[src/rtl/sd_seq_gen.sv]
// rtl/sd_seq_gen.sv - srdy/drdy incrementing sequence producer with programmable srdy gap pattern
// Optional pseudo-random gaps on top of the pattern: define SDLIB_SEQ_GEN_LFSR_GAP_EN.
module sd_seq_gen #(
  parameter int width     = 8,
  parameter int pat_dep   = 8,
  parameter int cnt_width = 16
) (
  input  logic                 clk,
  input  logic                 reset,
  input  logic                 start,
  input  logic [cnt_width-1:0] count,
  input  logic [width-1:0]     init_value,
  input  logic [pat_dep-1:0]   srdy_pat,
  output logic                 p_srdy,
  input  logic                 p_drdy,
  output logic [width-1:0]     p_data,
  output logic                 busy,
  output logic                 done,
  output logic [cnt_width-1:0] sent_cnt
);

  localparam int ptr_w = (pat_dep > 1) ? $clog2(pat_dep) : 1;
  localparam logic [ptr_w-1:0] ptr_last = ptr_w'(pat_dep - 1);

  typedef enum logic {IDLE, RUN} state_t;

  state_t               state, state_n;
  logic [width-1:0]     seq, seq_n, seq_after;
  logic [cnt_width-1:0] remaining, remaining_n, rem_after;
  logic [pat_dep-1:0]   pat, pat_n;
  logic [ptr_w-1:0]     ptr, ptr_n;
  logic                 p_srdy_n, busy_n, done_n;
  logic [width-1:0]     p_data_n;
  logic [cnt_width-1:0] sent_cnt_n;
  logic                 xfer, slot, offer_bit;

`ifdef SDLIB_SEQ_GEN_LFSR_GAP_EN
  logic [15:0] lfsr, lfsr_n;
  logic        lfsr_fb;

  // Fibonacci taps 16,14,13,11
  assign lfsr_fb   = lfsr[15] ^ lfsr[13] ^ lfsr[12] ^ lfsr[10];
  assign offer_bit = pat[ptr] & lfsr[0];

  always_ff @(posedge clk) begin
    if (reset) lfsr <= 16'hACE1;
    else       lfsr <= lfsr_n;
  end
`else
  assign offer_bit = pat[ptr];
`endif

  assign xfer      = p_srdy & p_drdy;
  // A slot is any RUN cycle that is not a stalled offer; only slots may change the offer.
  assign slot      = (state == RUN) & (~p_srdy | p_drdy);
  assign rem_after = xfer ? remaining - cnt_width'(1) : remaining;
  assign seq_after = xfer ? seq + width'(1) : seq;

  always_ff @(posedge clk) begin
    if (reset) begin
      state     <= IDLE;
      seq       <= '0;
      remaining <= '0;
      pat       <= '0;
      ptr       <= '0;
      p_srdy    <= 1'b0;
      p_data    <= '0;
      busy      <= 1'b0;
      done      <= 1'b0;
      sent_cnt  <= '0;
    end else begin
      state     <= state_n;
      seq       <= seq_n;
      remaining <= remaining_n;
      pat       <= pat_n;
      ptr       <= ptr_n;
      p_srdy    <= p_srdy_n;
      p_data    <= p_data_n;
      busy      <= busy_n;
      done      <= done_n;
      sent_cnt  <= sent_cnt_n;
    end
  end

  always_comb begin
    state_n     = state;
    seq_n       = seq;
    remaining_n = remaining;
    pat_n       = pat;
    ptr_n       = ptr;
    p_srdy_n    = p_srdy;
    p_data_n    = p_data;
    busy_n      = busy;
    done_n      = 1'b0;
    sent_cnt_n  = sent_cnt;
`ifdef SDLIB_SEQ_GEN_LFSR_GAP_EN
    lfsr_n      = lfsr;
`endif

    case (state)
      IDLE: begin
        p_srdy_n = 1'b0;
        busy_n   = 1'b0;
        if (start) begin
          sent_cnt_n = '0;
          if (count != '0) begin
            state_n     = RUN;
            busy_n      = 1'b1;
            seq_n       = init_value;
            remaining_n = count;
            pat_n       = srdy_pat;
            ptr_n       = '0;
          end else begin
            done_n = 1'b1;
          end
        end
      end

      RUN: begin
        busy_n = 1'b1;
        if (xfer) begin
          seq_n       = seq_after;
          remaining_n = rem_after;
          sent_cnt_n  = sent_cnt + cnt_width'(1);
        end
        if (slot) begin
          if (rem_after == '0) begin
            state_n  = IDLE;
            busy_n   = 1'b0;
            done_n   = 1'b1;
            p_srdy_n = 1'b0;
          end else begin
            p_srdy_n = offer_bit;
            p_data_n = seq_after;
            ptr_n    = (ptr == ptr_last) ? '0 : ptr + ptr_w'(1);
`ifdef SDLIB_SEQ_GEN_LFSR_GAP_EN
            lfsr_n   = {lfsr[14:0], lfsr_fb};
`endif
          end
        end
      end

      default: begin
        state_n = IDLE;
      end
    endcase
  end

endmodule

[config.mk]
export PLATFORM = sky130hd
export DESIGN_NAME = sd_seq_gen
export DESIGN_NICKNAME = d
export VERILOG_FILES = /design/src/rtl/sd_seq_gen.sv
export SDC_FILE = /design/constraint.sdc
export NUM_CORES = 1
export LEC_CHECK = 0
export ABC_AREA = 1
export BUFFER_PORTS_ARGS = -buffer_cell sky130_fd_sc_hd__buf_2
export CAP_MARGIN = 20
export CORE_MARGIN = 2
export CORE_UTILIZATION = 56
export DETAILED_ROUTE_END_ITERATION = 10
export PLACE_DENSITY_LB_ADDON = 0.3
export SYNTH_ARGS = -nofsm -noshare
export SYNTH_HDL_FRONTEND = slang
export SYNTH_SLANG_ARGS = --single-unit
[constraint.sdc]
create_clock -name clk -period 1.9 [get_ports clk]
set_input_delay 0.19 -clock clk [delete_from_list [all_inputs] [get_ports clk]]
set_output_delay 0.19 -clock clk [all_outputs]
set_load 0.05 [all_outputs]
==> impl_results.md <==
- Status: finished, violations left
- Failing checks: setup timing
- CTS clk-pin slew, worst paths: 70 ps
- Root Buffer: clkbuf_8
- Via Count: 3,753
- Total power: 0.00381 W
- TritonCTS Sinks: 62
- Reg2reg setup slack: -80 ps
- Clock skew: 5.51 ps
- Avg Inst Size Synth: 6.52 um2
- Max VDD drop: 0.533 mV
- Worst min-delay path category: input port to flip-flop
- Buffers and inverters on the worst path: 1
- Yosys cell types: 31
- IO Port Bufs: 62
- Row count: 28
- Post-synth EDFFs: 0
- Worst-case clock buffer depth: 2
- Synth Flop Type: dfxtp_1
- ANT nets after route: 0
- First-pass GRT wire length: 14,600 um
- Drt drc: 0
- Final worst path period share: 104%
- Clk Latency, worst-skew pair: 340 ps
- Critical Path Fanout Max: 4
- CTS Buf Count: 9
- Max Clock Freq: 506 MHz
- Layout Nets: 649
- Reg2reg start: remaining[1]$_SDFFE_PP0P_
- Net count after synthesis: 560
- Fin. Hold Viols: 0
- Initial Utilization: 57.5%
- CTS H-tree lvls: 3
- Critical-path top delay cell: dfxtp_4
- RePlAce Congestion: 0.935
- P_leak: 2.06 nW
- DP HPWL: 6200 um
- Die height: 81.8 um
- Worst setup path start: remaining[1]$_SDFFE_PP0P_
- Hold path start: srdy_pat[6]
- Vias in the first global route: 3,391
- Crit path capture type: flip-flop
- Die Wd: 81.8 um
- Final std cells w/o fill: 688
- Largest net degree at the start of global routing: 40
- PD cells: 866 mW/mm2
- Filler instances: 465
- Die area: 0.00668 mm2
- Worst Setup Path Type: flip-flop to flip-flop
- Worst slew pin tran: 389 ps
- Syn-to-layout area delta: 29.9%
- Worst Path Required: 2140 ps
- Tmin final: 1980 ps
- Seq cells post-synth: 62
- Initial DRC count: 203
- RSZ-0062 raised after global routing: yes
- Hold depth: 3
- Global-route usage over all layers: 28.0%
- Ratio of cells with drive above 1 in the final layout: 26.6%
- CP cell instances: inv_2, ha_4, o21ai_0, nor2_1, nand2_1, nor2_1, nand2_1, nor2_1, nand3_2, nand2_2, nand2_2, nand2_2, nand2_1, nand2_1, nor2_1
- CTS tree: yes
- Maxcap violations: 0
- Sequential area share after synthesis: 36.7%
- Endpoints failing setup: 14
- Relative slew slack: 74.0%
- Critical Path Start Type: flip-flop
- WL final: 9290 um
- Setup WS post-layout: -75.9 ps
- Core area: 0.00589 mm2
- I/O pin total: 63
- Placed cells: 653
- Synth Cell Area: 0.00339 mm2
- R2R cell count: 15
- Worst path arrival time: 2210 ps
- Wire per inst: 13.5 um
- Max Slew Vio Count: 0
- Ys async rst share: 0%
- Vias per Instance: 5.45
- Initial antenna violation count: 0
- GRT Residual Overflow: 0
- DR pass1 iterations: 4
- FF-to-FF End: ptr[1]$_SDFFE_PP0P_
- WHS Endpoint: pat[6]$_SDFFE_PP0P_
- Pre-CTS WS: -139 ps
- Post-Synthesis Cells: 519
- Synth Warn #: 0
- Number of hold buffers added after CTS: 0
- Crit path max-delay family: simple AND/OR/NAND/NOR gates
- CP peak stage delay: 380 ps
- N_diodes: 0
registers in the layout, indices dropped and copies added (netlist names):
signal / flops
remaining: 16
done: 1
p_srdy: 1
ptr: 3
state: 1
pat: 8
p_data: 8
sent_cnt: 16
seq: 8
per-layer routing:
metal	up-vias	wire length, um	track usage [%]
li1	1876	-	-
met1	1699	3990	34.6
met2	145	4440	46.6
met3	33	587	5.05
met4	0	265	14.0
met5	-	0	0
kinds of logic after synthesis:
logic type / share of synthesized area, %
AO/OA/AOI/OAI: 19.1
buffers and inverters: 8.80
adder cells (fa/ha/maj): 1.85
multiplexers: 0.591
AND/OR/NAND/NOR: 31.0
flip-flops: 36.7
XOR/XNOR: 2.07
worst min-delay path, stage by stage:
cell and delay [ps]:
buf_2 70, o21ai_0 70, nor2_1 70
repair_timing:
action                                  in CTS  in global routing
endpoints found under the setup margin      15                 36
buffers inserted                            11                  8
pin swaps                                   13                 25
gates resized for setup                     21                 31
metrics by stage:
stage	TNS, ps	util (%)	cell area, um2	hold slack, ps
2_1_floorplan	0	-	3390	268
3_3_place_gp	-405	65.5	3860	434
3_5_place_dp	-1590	65.5	3860	446
4_1_cts	-372	72.0	4240	83.9
5_1_grt	-2280	74.7	4400	108
6_report	-492	74.7	4400	94.3
layout make-up:
class                           count  area, um2  share of cell area, %
Clock buffer                       10        128                   2.90
Clock inverter                      6        110                   2.50
Inverter                           58        223                   5.06
Multi-Input combinational cell    379       1980                   45.1
Sequential cell                    62       1260                   28.6
Tap cell                           75       93.8                   2.13
Timing Repair Buffer               98        601                   13.7
placed cells by master (no fill, tap or decap), drive strengths merged, types with 5 or more instances in the layout:
cell type,Yosys,layout
o21ai,58,58
dfxtp,62,62
nand3,22,22
a21oi,32,32
nor2,71,71
xor2,8,8
a31oi,15,15
nor3,5,5
buf,2,98
nor4,6,6
a211oi,5,5
nand4,7,7
nand2,135,135
ha,5,5
inv,58,58
clkbuf,18,10
power by group:
group	internal [W]	switching, W
logic	0.000312	0.000591
registers	0.00141	0.0000934
clock network	0.000869	0.000534
worst max path at each step:
stage,to,slack [ps],depth (start not counted)
3_3_place_gp,p_data[0]$_SDFFE_PP0P_,-40,14
3_5_place_dp,p_data[6]$_SDFFE_PP0P_,-140,15
4_1_cts,ptr[1]$_SDFFE_PP0P_,-60,17
5_1_grt,ptr[1]$_SDFFE_PP0P_,-200,15
6_report,ptr[1]$_SDFFE_PP0P_,-80,15
2_1_floorplan,sent_cnt[14]$_SDFFE_PP0P_,7,10
synth_stat cells, types with 7 or more instances:
master / number / area, um2
nand2_1: 132 / 495
nor2_1: 67 / 251
dfxtp_1: 62 / 1240
o21ai_0: 58 / 290
inv_1: 55 / 206
a21oi_1: 32 / 160
clkbuf_1: 18 / 67.6
nand3_1: 18 / 90.1
a31oi_1: 15 / 93.8
xor2_1: 8 / 70.1
nand4_1: 7 / 43.8
Power figures use the tool's default switching activity.
